===== config.mk =====
export PLATFORM = sky130hd
export DESIGN_NAME = program_loader_mem
export DESIGN_NICKNAME = d
export VERILOG_FILES = /design/src/rtl/program_loader_pkg.sv /design/src/rtl/mem_array_32x8.sv /design/src/rtl/program_loader_mem.sv
export SDC_FILE = /design/constraint.sdc
export NUM_CORES = 1
export LEC_CHECK = 0
export CORE_ASPECT_RATIO = 0.75
export CORE_MARGIN = 8
export CORE_UTILIZATION = 45
export DETAILED_ROUTE_END_ITERATION = 10
export GPL_TIMING_DRIVEN = 0
export PLACE_DENSITY = 0.71
export SYNTH_ARGS = -nofsm -noshare
export SYNTH_HDL_FRONTEND = slang
export SYNTH_SLANG_ARGS = --single-unit
export TNS_END_PERCENT = 1

===== constraint.sdc =====
create_clock -name clock -period 11 [get_ports clock]
set_input_delay 2.2 -clock clock [delete_from_list [all_inputs] [get_ports clock]]
set_output_delay 2.2 -clock clock [all_outputs]
set_load 0.02 [all_outputs]

===== src/rtl/program_loader_pkg.sv =====
// Shared types and constants for the program loader / unified memory block.
// Opcode values mirror the core's instruction decoder.
package program_loader_pkg;

  localparam int ADDR_W    = 5;
  localparam int DATA_W    = 8;
  localparam int MEM_DEPTH = 32;

  typedef enum logic [2:0] {
    ST_IDLE  = 3'd0,
    ST_LOAD  = 3'd1,
    ST_CLEAR = 3'd2,
    ST_RUN   = 3'd3,
    ST_DONE  = 3'd4
  } state_e;

  localparam logic [2:0] OP_SUB   = 3'd0;
  localparam logic [2:0] OP_ADD   = 3'd1;
  localparam logic [2:0] OP_AND   = 3'd2;
  localparam logic [2:0] OP_OR    = 3'd3;
  localparam logic [2:0] OP_XOR   = 3'd4;
  localparam logic [2:0] OP_LOAD  = 3'd6;
  localparam logic [2:0] OP_STORE = 3'd7;

  function automatic logic [5:0] clamp_len(input logic [5:0] len);
    return (len > 6'd32) ? 6'd32 : len;
  endfunction

endpackage


===== src/rtl/mem_array_32x8.sv =====
// 32x8 register-file memory: one synchronous write port, two combinational
// read ports, cleared asynchronously on reset.
module mem_array_32x8
  import program_loader_pkg::*;
(
  input  logic              clock,
  input  logic              reset,
  input  logic              we_i,
  input  logic [ADDR_W-1:0] waddr_i,
  input  logic [DATA_W-1:0] wdata_i,
  input  logic [ADDR_W-1:0] raddr_a_i,
  output logic [DATA_W-1:0] rdata_a_o,
  input  logic [ADDR_W-1:0] raddr_b_i,
  output logic [DATA_W-1:0] rdata_b_o
);

  logic [DATA_W-1:0] mem_q [MEM_DEPTH];

  always_ff @(posedge clock or posedge reset) begin
    if (reset) begin
      for (int i = 0; i < MEM_DEPTH; i++) mem_q[i] <= '0;
    end else if (we_i) begin
      mem_q[waddr_i] <= wdata_i;
    end
  end

  assign rdata_a_o = mem_q[raddr_a_i];
  assign rdata_b_o = mem_q[raddr_b_i];

endmodule


===== src/rtl/program_loader_mem.sv =====
// Program loader plus unified memory feeding the CPU core: streams in an image,
// zero-fills the tail, then runs the core for a bounded cycle budget.
//
// state | meaning
// IDLE  | waiting for load_start, core held in reset
// LOAD  | accepting image bytes into mem[wp]
// CLEAR | zero-filling mem[wp..31]
// RUN   | core released and owns the memory bus
// DONE  | budget exhausted, memory retained, core in reset
module program_loader_mem
  import program_loader_pkg::*;
#(
  parameter int CYCLE_W = 16
) (
  input  logic               clock,
  input  logic               reset,
  input  logic               load_start,
  input  logic [5:0]         load_len,
  input  logic               load_valid,
  input  logic [DATA_W-1:0]  load_data,
  output logic               load_ready,
  input  logic [CYCLE_W-1:0] run_cycles,
  input  logic               abort,
  output logic               core_reset,
  output logic               start_execution,
  input  logic [ADDR_W-1:0]  mem_addr,
  input  logic               mem_write,
  input  logic [DATA_W-1:0]  mem_write_data,
  output logic [DATA_W-1:0]  mem_read_data,
  input  logic [ADDR_W-1:0]  dbg_addr,
  output logic [DATA_W-1:0]  dbg_data,
  output logic               busy,
  output logic               done,
  output logic [CYCLE_W-1:0] cycle_count
);

  state_e             state_q, state_d;
  logic [5:0]         len_q;
  logic [5:0]         wp_q;
  logic [5:0]         wp_inc;
  logic [CYCLE_W-1:0] budget_q;
  logic [CYCLE_W-1:0] remain_q;
  logic [CYCLE_W-1:0] cycle_count_q;
  logic               load_ready_q, core_reset_q, start_execution_q, busy_q, done_q;
  logic               accept_start;
  logic               wp_advance;
  logic               mem_we;
  logic [ADDR_W-1:0]  mem_waddr;
  logic [DATA_W-1:0]  mem_wdata;

  assign wp_inc = wp_q + 6'd1;

  always_comb begin
    state_d      = state_q;
    accept_start = 1'b0;
    if (abort) begin
      state_d = ST_IDLE;
    end else begin
      case (state_q)
        ST_IDLE, ST_DONE: begin
          if (load_start) begin
            accept_start = 1'b1;
            state_d      = (clamp_len(load_len) == 6'd0) ? ST_CLEAR : ST_LOAD;
          end
        end
        ST_LOAD: begin
          if (load_valid && (wp_inc == len_q))
            state_d = (len_q == 6'd32) ? ST_RUN : ST_CLEAR;
        end
        ST_CLEAR: begin
          if (wp_q[ADDR_W-1:0] == 5'd31) state_d = ST_RUN;
        end
        ST_RUN: begin
          if ((budget_q != '0) && (remain_q == CYCLE_W'(1))) state_d = ST_DONE;
        end
        default: state_d = ST_IDLE;
      endcase
    end
  end

  // Single write port: loader owns it in LOAD/CLEAR, the core only in RUN;
  // an abort cycle writes nothing so the aborted image tail is retained.
  always_comb begin
    mem_we     = 1'b0;
    mem_waddr  = wp_q[ADDR_W-1:0];
    mem_wdata  = '0;
    wp_advance = 1'b0;
    if (!abort) begin
      case (state_q)
        ST_LOAD: begin
          mem_we     = load_valid;
          mem_wdata  = load_data;
          wp_advance = load_valid;
        end
        ST_CLEAR: begin
          mem_we     = 1'b1;
          wp_advance = 1'b1;
        end
        ST_RUN: begin
          mem_we    = mem_write;
          mem_waddr = mem_addr;
          mem_wdata = mem_write_data;
        end
        default: ;
      endcase
    end
  end

  always_ff @(posedge clock or posedge reset) begin
    if (reset) begin
      state_q           <= ST_IDLE;
      len_q             <= '0;
      wp_q              <= '0;
      budget_q          <= '0;
      remain_q          <= '0;
      cycle_count_q     <= '0;
      load_ready_q      <= 1'b0;
      core_reset_q      <= 1'b1;
      start_execution_q <= 1'b0;
      busy_q            <= 1'b0;
      done_q            <= 1'b0;
    end else begin
      state_q           <= state_d;
      load_ready_q      <= (state_d == ST_LOAD);
      core_reset_q      <= (state_d != ST_RUN);
      start_execution_q <= (state_d == ST_RUN);
      busy_q            <= (state_d == ST_LOAD) || (state_d == ST_CLEAR) || (state_d == ST_RUN);
      done_q            <= (state_d == ST_DONE);

      if (accept_start) begin
        len_q         <= clamp_len(load_len);
        budget_q      <= run_cycles;
        wp_q          <= '0;
        cycle_count_q <= '0;
      end else if (wp_advance) begin
        wp_q <= wp_inc;
      end

      if ((state_d == ST_RUN) && (state_q != ST_RUN)) begin
        cycle_count_q <= '0;
        remain_q      <= budget_q;
      end else if ((state_q == ST_RUN) && !abort) begin
        cycle_count_q <= cycle_count_q + CYCLE_W'(1);
        remain_q      <= remain_q - CYCLE_W'(1);
      end
    end
  end

  mem_array_32x8 u_mem (
    .clock     (clock),
    .reset     (reset),
    .we_i      (mem_we),
    .waddr_i   (mem_waddr),
    .wdata_i   (mem_wdata),
    .raddr_a_i (mem_addr),
    .rdata_a_o (mem_read_data),
    .raddr_b_i (dbg_addr),
    .rdata_b_o (dbg_data)
  );

  assign load_ready      = load_ready_q;
  assign core_reset      = core_reset_q;
  assign start_execution = start_execution_q;
  assign busy            = busy_q;
  assign done            = done_q;
  assign cycle_count     = cycle_count_q;

endmodule


=== Yosys cells after proc, flatten, opt, wreduce, memory -nomap -nowiden ===
Cells that the tools add are included.
Widths: inputs -> output; s select.

* Register bits after elaboration: 324
* Bits in latches: 0
* Memory bits (writable): 0
* ROM bits: 0
* Input port bits: 54
* Output and inout bits: 37
* Word-level logic and storage cells: 119
* Memories kept: 0

* Add/subtract/negate cells: 3
* Multiply operators: 0
* Divide/modulo/power cells: 0
* $lt $le $gt $ge: 5
* Equal/unequal tests: 14
* Shifts and indexed selects: 0
* Mux-type cells: 36
* Bitwise gates (word level): 3
* Reduce and logical (&&, ||, !) cells: 15

{| class="wikitable"
|+ Operators with widths
! operator !! number
|-
| $bwmux 256 || 1
|-
| $bmux 8 s5 || 2
|-
| $mux 16 || 5
|-
| $mux 8 || 6
|-
| $demux 8 s5 || 1
|-
| $ge 6x6->1 const B || 3
|-
| $mux 6 || 3
|-
| $not 5->6 || 3
|-
| $add 16x1->16 const B || 1
|-
| $eq 16x1->1 const B || 1
|-
| $pmux 8 s2 || 1
|-
| $reduce_bool 16->1 || 1
|-
| $sub 16x1->16 const B || 1
|-
| $mux 3 || 5
|-
| $eq 3x2->1 const B || 4
|-
| $pmux 3 s4 || 1
|-
| $mux 5 || 2
|-
| $add 6x1->6 const B || 1
|-
| $eq 3x1->1 const B || 2
|-
| $eq 3x3->1 const B || 2
|-
| $eq 6x6->1 || 1
|-
| $eq 6x6->1 const B || 1
|-
| $gt 6x6->1 const B || 1
|-
| $logic_not 6->1 || 1
|-
| 14 further kinds || 26
|}

=== Depth between registers and ports, before layout ===
Gate-level depths: netlist (run 1).

* Depth after elaboration: 10
* Gate-level depth with buffers: 11
* Depth with buffers taken out: 10

=== Hierarchy ===
From an unflattened synthesis (run 1), not the netlist that was laid out.

* Cell total of the unflattened synthesis: 1,203
* Area, all modules: 17,513.0 um^2

{| class="wikitable"
|+ Modules (own cells, without submodules)
! module !! instances !! cells an instance !! area an instance (um^2) !! sequential area each (um^2)
|-
| mem_array_32x8 || 1 || 807 || 13,656.8 || 6,406.1
|-
| program_loader_mem || 1 || 396 || 3,856.2 || 1,702.9
|}

=== Worst setup path after synthesis (run 1) ===
No wires, ideal clock.

* Path kind: input to output
* Start: in dbg_addr[1]
* End: out dbg_data[0]
* Data arrival time: 4,321 ps
* Path slack: 4,479 ps
* Stages: 6
* Path through: clkbuf_1 -> clkbuf_1 -> buf_2 -> mux4_2 -> mux4_2 -> mux2_2

* Longest elaborated chain between the ends: 4

{| class="wikitable"
|+ Ends and longest elaborated chain
! item !! line !! source
|-
| start: declaration || program_loader_mem.sv:30 || <nowiki>input logic [ADDR_W-1:0] dbg_addr,</nowiki>
|-
| $not 5->6 (implied by the code) || mem_array_32x8.sv:28 || <nowiki>assign rdata_b_o = mem_q[raddr_b_i];</nowiki>
|-
| $bmux 8 s5 || mem_array_32x8.sv:28 ||
|-
| $mux 8 (implied by the code) (2 in series) || mem_array_32x8.sv:28 ||
|-
| end: declaration || program_loader_mem.sv:31 || <nowiki>output logic [DATA_W-1:0] dbg_data,</nowiki>
|}

No other way between the ends. The select of a mux whose other input is x is not followed.

=== Worst setup path after layout (run 1) ===
* Start: in dbg_addr[1]
* End: out dbg_data[2]

The elaborated chain is that of the path after synthesis.

==> results.txt, run 1 <==
----------------------------------------------------
[Floorplanning]
  Standard-cell rows ... 61
  Die X ... 239 um
  Boundary pin count ... 91
  Effective utilization at floorplan ... 45.5%
  Die footprint ... 43,900 um2
  Standard cell core area ... 36,900 um2
  Die Y ... around 180 um

[Flow run]
  Max Cap Viol ... 0

[Yosys]
  Count of unique library cells instantiated by Yosys ... 54
  Most used standard cell by instance count after synthesis ... nand2_1
  Netlist area before placement ... 16,800 um2
  Yosys warnings ... 0
  Syn Area/Cell ... 11.1 um2
  Yosys top cell area share ... 48.1%
  Predominant post-synthesis flop cell ... dfrtp_1
  Sequential-to-total area share from yosys stat ... 48.2%
  Register bit total from synthesis ... 324
  Fraction of synthesis flops using an asynchronous set or reset pin ... 100%
  Post-synthesis net count ... ~1,600
  Most common library cells after synthesis ... 324 x nand2_1, 323 x dfrtp_1, 228 x o21ai_0
  Gate count after technology mapping ... between 1,500 and 2,000
  Top post-synthesis cells by area ... dfrtp_1 48%, mux4_2 21%, nand2_1 7.2%, o21ai_0 6.8%, a21oi_1 2.1%
  Biggest area consumer among synthesized cells ... dfrtp_1
  Count of flip-flops with a built-in enable after synthesis ... 0

[Placed design]
  Routability-driven placement congestion ratio ... between 0.9 and 1
  Placed Area ... 18,400 um2
  Dpl hpwl ... 37,900 um
  Port-buffer cells ... 81

[Worst setup path]
  Crit Path Class ... in2out
  Nature of the critical path startpoint ... input pin
  Largest driver fanout on the critical path ... 10
  Req. time, crit path ... 8.80 ns
  CP Capture Type ... output pin
  WP data arrival ... 5.68 ns

[Global routing]
  Largest net degree at the start of global routing ... 44
  Via count of the first global-routing pass ... 13,200
  Total congestion overflow after global routing ... 0
  Global-route wire length before repair ... slightly below 80,000 um
  GRT Resource Usage Total ... 23.2%
  Number of antenna violations at the first check in global routing ... 2

[CTS]
  Max clock buf depth ... 3
  CTS Hold Buffers Added ... 0
  Setup Buffers After CTS ... 0
  Sink count of the clock tree ... 324
  H-tree depth ... 2
  TritonCTS clock tree ... built
  Clock tree root buffer cell ... clkbuf_16
  Clock slew at reported path FFs ... about 0.06 ns
  Number of cells upsized or downsized after cts ... 0
  Number of buffers created by CTS ... 35
  Latest clock arrival within the worst-skew pair ... 0.56 ns

[Routing]
  Max layer used ... met5
  Total wire length ... 50,400 um
  Routed wire length on met3 ... around 6800 um
  Wire length per cell ... between 20 and 25 um
  Count of TritonRoute iterations in the first routing pass ... 5
  Via count ... 13,300
  Via/cell ratio ... 6.13
  Antenna Violating Nets Remaining ... 0
  DRC violations left ... 0
  DRT iter0 DRCs ... 1,605
  Routed metal-1 wirelength ... 20,400 um
  Detailed route wirelength on metal2 ... 21,300 um

[Timing]
  Clock period minus worst slack ... about 8 ns
  Remaining max-slew budget at the tightest pin ... between 20 and 25%
  Fin Clk Skew ... around 0.038 ns
  TNS Setup ... 0 ns
  RSZ-0062 raised after global routing ... false
  Final clock period utilization by the worst path ... 71.6%
  Worst slack on hold paths ... about 0.50 ns
  Count of endpoints failing hold in the final timing report ... 0
  Transition time at the pin with the least slew margin ... 1.18 ns
  Final-report max-slew violation count ... 0
  Final setup viols ... 0
  FMAX ... 0.127 GHz

[Power and ir drop]
  Switch share ... 28.2%
  Overall power ... about 2.9 mW
  Combinational group share of total power ... 13.9%
  Switching power of the nets ... 0.816 mW
  Leakage dissipation ... 8.18 nW
  Sequential power share ... 46.2%
  Pwr/cell area ... 148 nW/um2
  Peak ir drop on the vdd network ... 0.112 mV
  Internal power summed over all cells ... 2.08 mW
  Clk pwr share ... roughly 40%

[Layout]
  Total number of nets in the final design ... approximately 1,700
  Layout cells sized above 1 ... 16.9%
  Filler cell count ... 3,257
  Final core occ ... 52.9%
  Final design instance area without fill ... between 15,000 and 20,000 um2
  Area added between synthesis and finish ... 16.2%

[Min path]
  Hold/Removal Path Class ... reg2reg

[Status]
  Result of the run ... finished, final reports clean

----------------------------------------------------
cell families (layout without fill, tap and decap cells):
logic type,count (synthesis),after routing,share of synthesized area [%]
simple gates,512,512,13.3
buf+inv,132,285,3.16
fa+ha+maj,5,5,0.372
flops,324,324,48.2
other cells,0,1,0
xor+xnor,28,28,1.46
compound gates,341,341,11.0
mux,177,177,22.6
final timing paths:
check	depth (start not counted)	from	slack [ns]	endpoint
max in group asynchronous	5	reset	7.87	u_mem.mem_q[132]
worst max-delay path	7	dbg_addr[1]	3.12	dbg_data[2]
min in group asynchronous	2	reset	2.03	remain_q[13]
worst max register to register	11	wp_q[1]	7.64	cycle_count[8]
worst min register to register	2	u_mem.mem_q[69]	0.50	u_mem.mem_q[69]
worst min-delay path	2	u_mem.mem_q[69]	0.50	u_mem.mem_q[69]
registers in the layout, indices dropped and copies added (netlist names):
name and flops:
budget_q 16, busy 1, core_reset 1, cycle_count 16, done 1, len_q 6
load_ready 1, remain_q 16, start_execution 1, state_q 3, u_mem.mem_q 256, wp_q 6
worst max-delay path: stages:
cell,delay (ns)
clkbuf_1,0.60
clkbuf_1,0.53
buf_2,0.47
mux4_2,0.43
mux4_2,0.54
mux2_2,0.32
clkdlybuf4s50_1,0.57
area by class of cell:
class / instances / area (um2) / share of cell area, %
Tap cell: 504 / 631 / 3.23
Antenna cell: 1 / 2.50 / 0.0128
Inverter: 12 / 48.8 / 0.250
Multi-Input combinational cell: 1063 / 8180 / 41.8
Buffer: 120 / 487 / 2.49
Sequential cell: 324 / 8110 / 41.5
Clock buffer: 52 / 1030 / 5.27
Clock inverter: 11 / 72.6 / 0.371
Timing Repair Buffer: 90 / 991 / 5.07
metal layers:
layer,GRT usage (%),up-vias
met4,8.19,2
met1,32.1,6681
met5,0,-
li1,-,5756
met2,32.5,777
met3,9.54,132
cell usage in the layout (no fill, tap or decap), types with 13 or more instances in the layout:
master	netlist	layout
buf_2	22	22
o21ai_0	228	228
nand3_1	17	17
clkbuf_1	82	91
xnor2_1	20	20
a21oi_1	69	69
clkdlybuf4s50_1	0	81
mux4_2	160	160
nand2_1	324	324
nand3b_1	13	13
mux2_2	17	17
nor3_1	17	17
buf_1	13	13
clkbuf_16	0	36
nor2_1	85	85
dfrtp_1	323	323
power groups by stage:
stage	Sequential, mW	Clock (mW)	Combinational (mW)
finish	1.34	1.15	0.402
global route	1.35	1.22	0.440
CTS	1.33	1.16	0.397
detailed placement	1.36	0	0.396
global placement	1.35	0	0.377
floorplan	1.34	0	0.271
metrics by stage:
| stage | std cells | worst slack [ns] |
|---|---|---|
| finish | 2177 | 3.12 |
| CTS | 2176 | 3.12 |
| detailed placement | 2113 | 3.13 |
| global route | 2176 | 3.01 |
| global placement | 2104 | 2.28 |
| floorplan | 1519 | 4.48 |
(Power assumes the default switching activity.)
==> inputs of run 2 (changes only) <==
- PLACE_DENSITY: 0.71 -> 0.69
- clock period: 11 -> 7.77 ns (I/O delays scaled with it)
==> run 2 against run 1 <==
Design area up 0.54%. Power up 48%. Largest power group unchanged. Critical path depth unchanged. Via count down 0.76%. Flip-flop and latch count unchanged. Largest cell class unchanged. Die area unchanged. Clock power up 57%.
==> results.txt, run 2 (synthesis results as in run 1) <==
----------------------------------------------------
[Status]
  Result of the run ... finished, final reports clean

[CTS]
  Clock tree root buffer cell ... clkbuf_16
  Setup Buffers After CTS ... 0
  H-tree depth ... 2
  Sink count of the clock tree ... about 320
  Latest clock arrival within the worst-skew pair ... 0.55 ns
  CTS Hold Buffers Added ... 0
  Max clock buf depth ... 3
  Clock slew at reported path FFs ... 0.06 ns
  Number of cells upsized or downsized after cts ... 0
  Number of buffers created by CTS ... 34
  TritonCTS clock tree ... built

[Floorplanning]
  Die footprint ... 43,900 um2
  Die Y ... 183 um
  Standard cell core area ... 36,900 um2
  Standard-cell rows ... 61
  Boundary pin count ... 91
  Die X ... roughly 240 um
  Effective utilization at floorplan ... 45.5%

[Worst setup path]
  CP Capture Type ... output pin
  WP data arrival ... 5.10 ns
  Crit Path Class ... in2out
  Req. time, crit path ... around 6.2 ns
  Nature of the critical path startpoint ... input pin
  Largest driver fanout on the critical path ... 10

[Layout]
  Max FFs per register ... between 200 and 300
  Leading cell types in the layout, fill and taps excluded ... 324 x nand2_1, 323 x dfrtp_1, 228 x o21ai_0
  Total number of nets in the final design ... 1,704
  Filler cell count ... 3,242
  Largest Register ... u_mem.mem_q
  Area added between synthesis and finish ... 16.9%
  Layout cells sized above 1 ... 17.0%
  Total inserted antenna cells ... 0
  Area used by multi-input combinational logic ... about 8200 um2
  FF/Latch Area ... ~8100 um2
  Most common library cell in the layout ignoring fill and taps ... nand2_1

[Power and ir drop]
  Leakage dissipation ... 8.22 nW
  Pwr/cell area ... 217 nW/um2
  Peak ir drop on the vdd network ... 0.142 mV
  Overall power ... approximately 4.3 mW

[Placed design]
  Port-buffer cells ... 81
  Dpl hpwl ... 38,500 um
  Routability-driven placement congestion ratio ... 0.963

[Routing]
  Antenna Violating Nets Remaining ... 0
  DRT iter0 DRCs ... between 1,500 and 2,000
  Wire length per cell ... roughly 24 um
  Total wire length ... around 52,000 um
  Count of TritonRoute iterations in the first routing pass ... 6
  DRC violations left ... 0
  Via/cell ratio ... 6.10
  Via count ... 13,200

[Global routing]
  GRT Resource Usage Total ... 23.6%
  Global-route wire length before repair ... 79,200 um
  Total congestion overflow after global routing ... 0
  Via count of the first global-routing pass ... 13,200
  Largest net degree at the start of global routing ... 43
  Number of antenna violations at the first check in global routing ... 0

[Timing]
  Final setup viols ... 0
  FMAX ... 0.150 GHz
  Clock period minus worst slack ... between 6 and 7 ns
  Count of endpoints failing hold in the final timing report ... 0
  Worst slack on hold paths ... 0.498 ns
  RSZ-0062 raised after global routing ... false
  Fin Clk Skew ... 0.0334 ns
  Final clock period utilization by the worst path ... 85.7%
  TNS Setup ... 0 ns
  Transition time at the pin with the least slew margin ... between 1 and 1.5 ns
  Final-report max-slew violation count ... 0
  Remaining max-slew budget at the tightest pin ... 19.2%

[Min path]
  Hold/Removal Path Class ... reg2reg

[Flow run]
  Max Cap Viol ... 0

----------------------------------------------------
## run 2: cell count changes in the layout (fill, tap and decap cells not counted), sizes merged
cell | before | now
clkinvlp | 2 | 4
clkbuf | 135 | 125
diode | 1 | 0
bufinv | 0 | 7
clkinv | 9 | 7
## run 2: metal layers
layer | track usage, % | routed length, um | part of all wire, %
met1 | 32.8 | 21300 | 41
met2 | 34.3 | 22200 | 43
met3 | 9.06 | 6640 | 13
met4 | 7.02 | 1490 | 2.9
met5 | 0 | 0 | 0
## run 2: power by group
part / internal (mW) / switching [mW] / leakage, nW / total, mW
Sequential: 1.79 / 0.102 / 4.47 / 1.89
Combinational: 0.226 / 0.345 / 3.16 / 0.571
Clock: 1.09 / 0.720 / 0.589 / 1.81
Total: 3.11 / 1.17 / 8.22 / 4.27
## run 2: cell type report
cell class / instances / share of cell area [%]
sequential: 324 / 41.3
clock inverter: 18 / 1.43
buffer: 120 / 2.48
tap: 504 / 3.21
inverter: 12 / 0.248
timing repair buffer: 90 / 5.04
clock buffer: 42 / 4.74
multi-input combinational: 1063 / 41.6
## run 2: per-stage QoR
step	util (%)	cells	instance area (um2)	worst slack, ns
after floorplan	-	1519	16800	1.89
after global placement	49.4	2104	18300	-0.378
after detailed placement	49.9	2113	18400	1.22
after CTS	53.2	2173	19700	1.19
after global routing	53.2	2173	19700	1.04
final	53.2	2173	19700	1.11
## run 2: path summary, 6_finish.rpt
kind                            slack (ns)             from               end  cells after the start
worst max register to register        4.24       state_q[1]  u_mem.mem_q[138]                      7
max in group asynchronous             5.11            reset  u_mem.mem_q[171]                      6
min in group asynchronous             1.39            reset    cycle_count[7]                      2
worst min register to register        0.50  u_mem.mem_q[75]   u_mem.mem_q[75]                      2
worst max-delay path                  1.11      mem_addr[1]  mem_read_data[0]                      7
worst min-delay path                  0.50  u_mem.mem_q[75]   u_mem.mem_q[75]                      2
## run 2: critical path: stages
cell             delay (ns)
clkbuf_1               0.28
clkbuf_1               0.58
clkbuf_1               0.76
mux4_2                 0.50
mux4_2                 0.54
mux2_2                 0.31
clkdlybuf4s50_1        0.56
==> inputs of run 3 (changes only) <==
- GPL_TIMING_DRIVEN: 0 -> 1
==> run 3 against run 2 <==
Hold slack gained 0.0017 ns. Combinational power shrank 10%. Clock skew shrank 0.0018 ns. Die area is the same. Cell count shrank 4.3%. Highest routed layer unchanged.
==> results.txt, run 3 (synthesis results as in run 1) <==
----------------------------------------------------
[Global routing]
  Total congestion overflow after global routing ... 0
  Number of antenna violations at the first check in global routing ... 0
  Via count of the first global-routing pass ... 12,600
  Global-route wire length before repair ... 74,900 um
  GRT Resource Usage Total ... 21.9%
  Largest net degree at the start of global routing ... 77

[Layout]
  Leading cell types in the layout, fill and taps excluded ... 324 x nand2_1, 323 x dfrtp_1, 228 x o21ai_0
  Layout cells sized above 1 ... around 18%
  Area added between synthesis and finish ... 15.4%
  Filler cell count ... 3,192
  Largest Register ... u_mem.mem_q
  Total inserted antenna cells ... 0
  Total number of nets in the final design ... 1,610
  Most common library cell in the layout ignoring fill and taps ... nand2_1
  Final design instance area without fill ... 19,400 um2
  Max FFs per register ... 256

[Floorplanning]
  Standard-cell rows ... 61
  Effective utilization at floorplan ... 45.5%
  Die X ... 239 um
  Die Y ... about 180 um
  Standard cell core area ... 36,900 um2
  Die footprint ... 43,900 um2
  Boundary pin count ... approximately 90

[Power and ir drop]
  Peak ir drop on the vdd network ... 0.145 mV
  Pwr/cell area ... 220 nW/um2
  Leakage dissipation ... 8.11 nW

[Timing]
  FMAX ... 0.167 GHz
  RSZ-0062 raised after global routing ... false
  Count of endpoints failing hold in the final timing report ... 0
  Final setup viols ... 0
  Remaining max-slew budget at the tightest pin ... between 15 and 20%
  Final clock period utilization by the worst path ... slightly below 80%
  Final-report max-slew violation count ... 0
  Final worst slack ... between 1.5 and 2 ns
  Clock period minus worst slack ... 6.00 ns
  Fin Clk Skew ... 0.0316 ns
  TNS Setup ... 0 ns
  Worst slack on hold paths ... between 0.4 and 0.5 ns
  Transition time at the pin with the least slew margin ... 1.20 ns

[CTS]
  H-tree depth ... 2
  Number of cells upsized or downsized after cts ... 0
  Latest clock arrival within the worst-skew pair ... approximately 0.54 ns
  TritonCTS clock tree ... built
  Clock slew at reported path FFs ... 0.06 ns
  Max clock buf depth ... 3
  Number of buffers created by CTS ... 35
  CTS Hold Buffers Added ... 0
  Setup Buffers After CTS ... 0
  Sink count of the clock tree ... 324
  Clock tree root buffer cell ... clkbuf_16

[Routing]
  Total wire length ... 47,500 um
  Via/cell ratio ... 6.08
  Wire length per cell ... 22.8 um
  Via count ... 12,600
  Antenna Violating Nets Remaining ... 0
  DRC violations left ... 0
  Count of TritonRoute iterations in the first routing pass ... 7
  DRT iter0 DRCs ... between 1,000 and 1,500

[Status]
  Result of the run ... finished, final reports clean

[Placed design]
  Setup Slack @ Placement ... 1.75 ns
  Port-buffer cells ... 90
  Dpl hpwl ... 31,600 um
  Placed Area ... 18,100 um2
  Routability-driven placement congestion ratio ... ~0.9

[Worst setup path]
  Worst path max stage delay ... 0.85 ns
  Crit Path Class ... in2out
  Chain of cells forming the critical path ... buf_2, buf_12, mux4_2, mux4_2, mux2_2, clkdlybuf4s50_1
  WP data arrival ... 4.44 ns
  Largest driver fanout on the critical path ... 39
  CP Capture Type ... output pin
  Cell at the slowest stage of the critical path ... buf_2
  Req. time, crit path ... 6.22 ns
  Critical Path Most Common Cell ... mux4_2
  Nature of the critical path startpoint ... input pin

[Flow run]
  Max Cap Viol ... 0

[Min path]
  Hold/Removal Path Class ... reg2reg

----------------------------------------------------
-- run 3: power breakdown --
part	switching [mW]	internal [mW]	leakage [nW]
clock network	0.700	1.14	0.620
registers	0.116	1.79	4.47
logic	0.296	0.218	3.02
-- run 3: cell type report --
| cell class | count | area (um2) | area share, % |
|---|---|---|---|
| clock buffer | 48 | 1010 | 5.18 |
| clock inverter | 13 | 259 | 1.33 |
| inverter | 12 | 48.8 | 0.251 |
| multi-input combinational | 1063 | 8240 | 42.5 |
| sequential | 324 | 8110 | 41.8 |
| tap | 504 | 631 | 3.25 |
| timing repair buffer | 115 | 1110 | 5.71 |
-- run 3: through the flow --
step / std cells / util [%] / total power [mW]
2_1_floorplan: 1519 / - / 2.28
3_3_place_gp: 2018 / 49.1 / 2.43
3_5_place_dp: 2018 / 49.1 / 2.44
4_1_cts: 2079 / 52.5 / 4.29
5_1_grt: 2079 / 52.5 / 4.44
6_report: 2079 / 52.5 / 4.26
-- run 3: path summary, 6_finish.rpt --
check,endpoint,depth (start not counted),slack [ns],from
max,dbg_data[4],6,1.77,dbg_addr[1]
min,u_mem.mem_q[42],2,0.50,u_mem.mem_q[42]
max reg2reg,cycle_count[8],11,4.07,wp_q[0]
min reg2reg,u_mem.mem_q[42],2,0.50,u_mem.mem_q[42]
max in group asynchronous,u_mem.mem_q[66],3,4.59,reset
min in group asynchronous,u_mem.mem_q[40],2,1.64,reset
-- run 3: critical path: cells and delay by family --
| kind | cells | cell delay, ns |
|---|---|---|
| buf+inv | 3 | 1.71 |
| mux | 3 | 1.16 |
-- run 3: metal layers --
layer	GRT usage, %	wire length, um
met5	0	0
met4	7.34	1480
met3	8.03	5260
met2	30.8	20400
met1	31.0	20300
==> RTL edit (settings of run 3) <==
Change the parameter `CYCLE_W` from 16 to 32.
--- a/src/rtl/program_loader_mem.sv
+++ b/src/rtl/program_loader_mem.sv
@@ -10,7 +10,7 @@
 module program_loader_mem
   import program_loader_pkg::*;
 #(
-  parameter int CYCLE_W = 16
+  parameter int CYCLE_W = 32
 ) (
   input  logic               clock,
   input  logic               reset,
Interface: changed (resized cycle_count and run_cycles); port bits go from 91 to 123. The function was not compared with the original's and may differ.
==> RTL edit against run 3 <==
Power is 11% higher. Worst setup slack worse by 0.17 ns. Wire length is 13% higher. Sequential power is 13% higher. Largest power group unchanged. Sequential cell count is 48 higher. Final area is 15% higher. Area after synthesis is 14% higher. Core utilization is 0.33 points higher.
==> RTL edit: results (changes against run 3) <==
status=finished clean; reg2reg end=remain_q[17]; initial DRC count=1732 (+28%); met2 Use GR=31.2% (+0.41 points); clock buffer count=50 (+4.2%); grt met1 use=31.8% (+0.80 points); Seq/Total Area, Yosys=48.6% (+0.40 points); clk tree area frac=6.22% (-0.30 points); final clock skew=0.0193 ns (-0.0123 ns); DRT met1 WL=23200 um (+14%); Buffers on Ports=122 (+36%); DP HPWL=36400 um (+15%); Synth cell types=65 (+20%); Worst Hold Path EP=u_mem.mem_q[224]; number of non-clock buffers=148 (+29%); WL met3=5420 um (+3.0%); Post-DP Area=20800 um2 (+15%); non-clock inverter count=16 (+4); slew at the pin closest to its max-slew limit=1.25 ns (+0.0464 ns); met2 WL=23500 um (+15%); GR Layer Usage met3=5.95% (-2.1 points); NonClk Buf Share=6.42% (+0.71 points); Ant. Diodes=3 (+3); Synth area leaders=dfrtp_1 48%, mux4_2 19%, o21ai_0 7.3%; pin count of the biggest net entering global routing=135 (+75%); slowest stage delay, CP=0.70 ns (-0.15 ns); Multi-In Gates=1230 (+16%); Tap Cells=569 (+13%); area occupied by multi-input gates=9320 um2 (+13%); cts bufs inserted=38 (+8.6%); Logic pwr share=11.8% (-0.3 points); Final Instance Area=22200 um2 (+15%); layout cells sized above 1=17.8% (-0.53 points); Switch Pwr=1.24 mW (+12%); 1st-pass router iterations=5 (-2); Mapped Cells=1753 (+15%); vias in the first global route=14412 (+14%)
RTL edit: cell types whose count changed in the layout (fill, tap and decap cells not counted), moves of 14 or more:
cell,before,now
clkdlybuf4s50_1,85,118
nor2_1,85,101
mux2_2,17,41
nand4_1,4,18
o21ai_0,228,278
dfrtp_1,323,371
RTL edit: how the worst max path moves through the flow:
stage / end / cells after the start
CTS: mem_read_data[3] / 7
finish: mem_read_data[3] / 7
global placement: mem_read_data[7] / 7
global route: mem_read_data[3] / 7
floorplan: budget_q[0] / 1
detailed placement: mem_read_data[7] / 7
RTL edit: kinds of logic after synthesis:
| kind of cell | Yosys count | share of synthesized area [%] |
|---|---|---|
| AOI/OAI and AO/OA | 432 | 12.4 |
| xor gates and xnor gates | 12 | 0.549 |
| adders and majority gates | 5 | 0.327 |
| buffers and inverters | 151 | 3.04 |
| DFF | 372 | 48.6 |
| muxes | 202 | 21.3 |
| and+or+nand+nor | 579 | 13.8 |
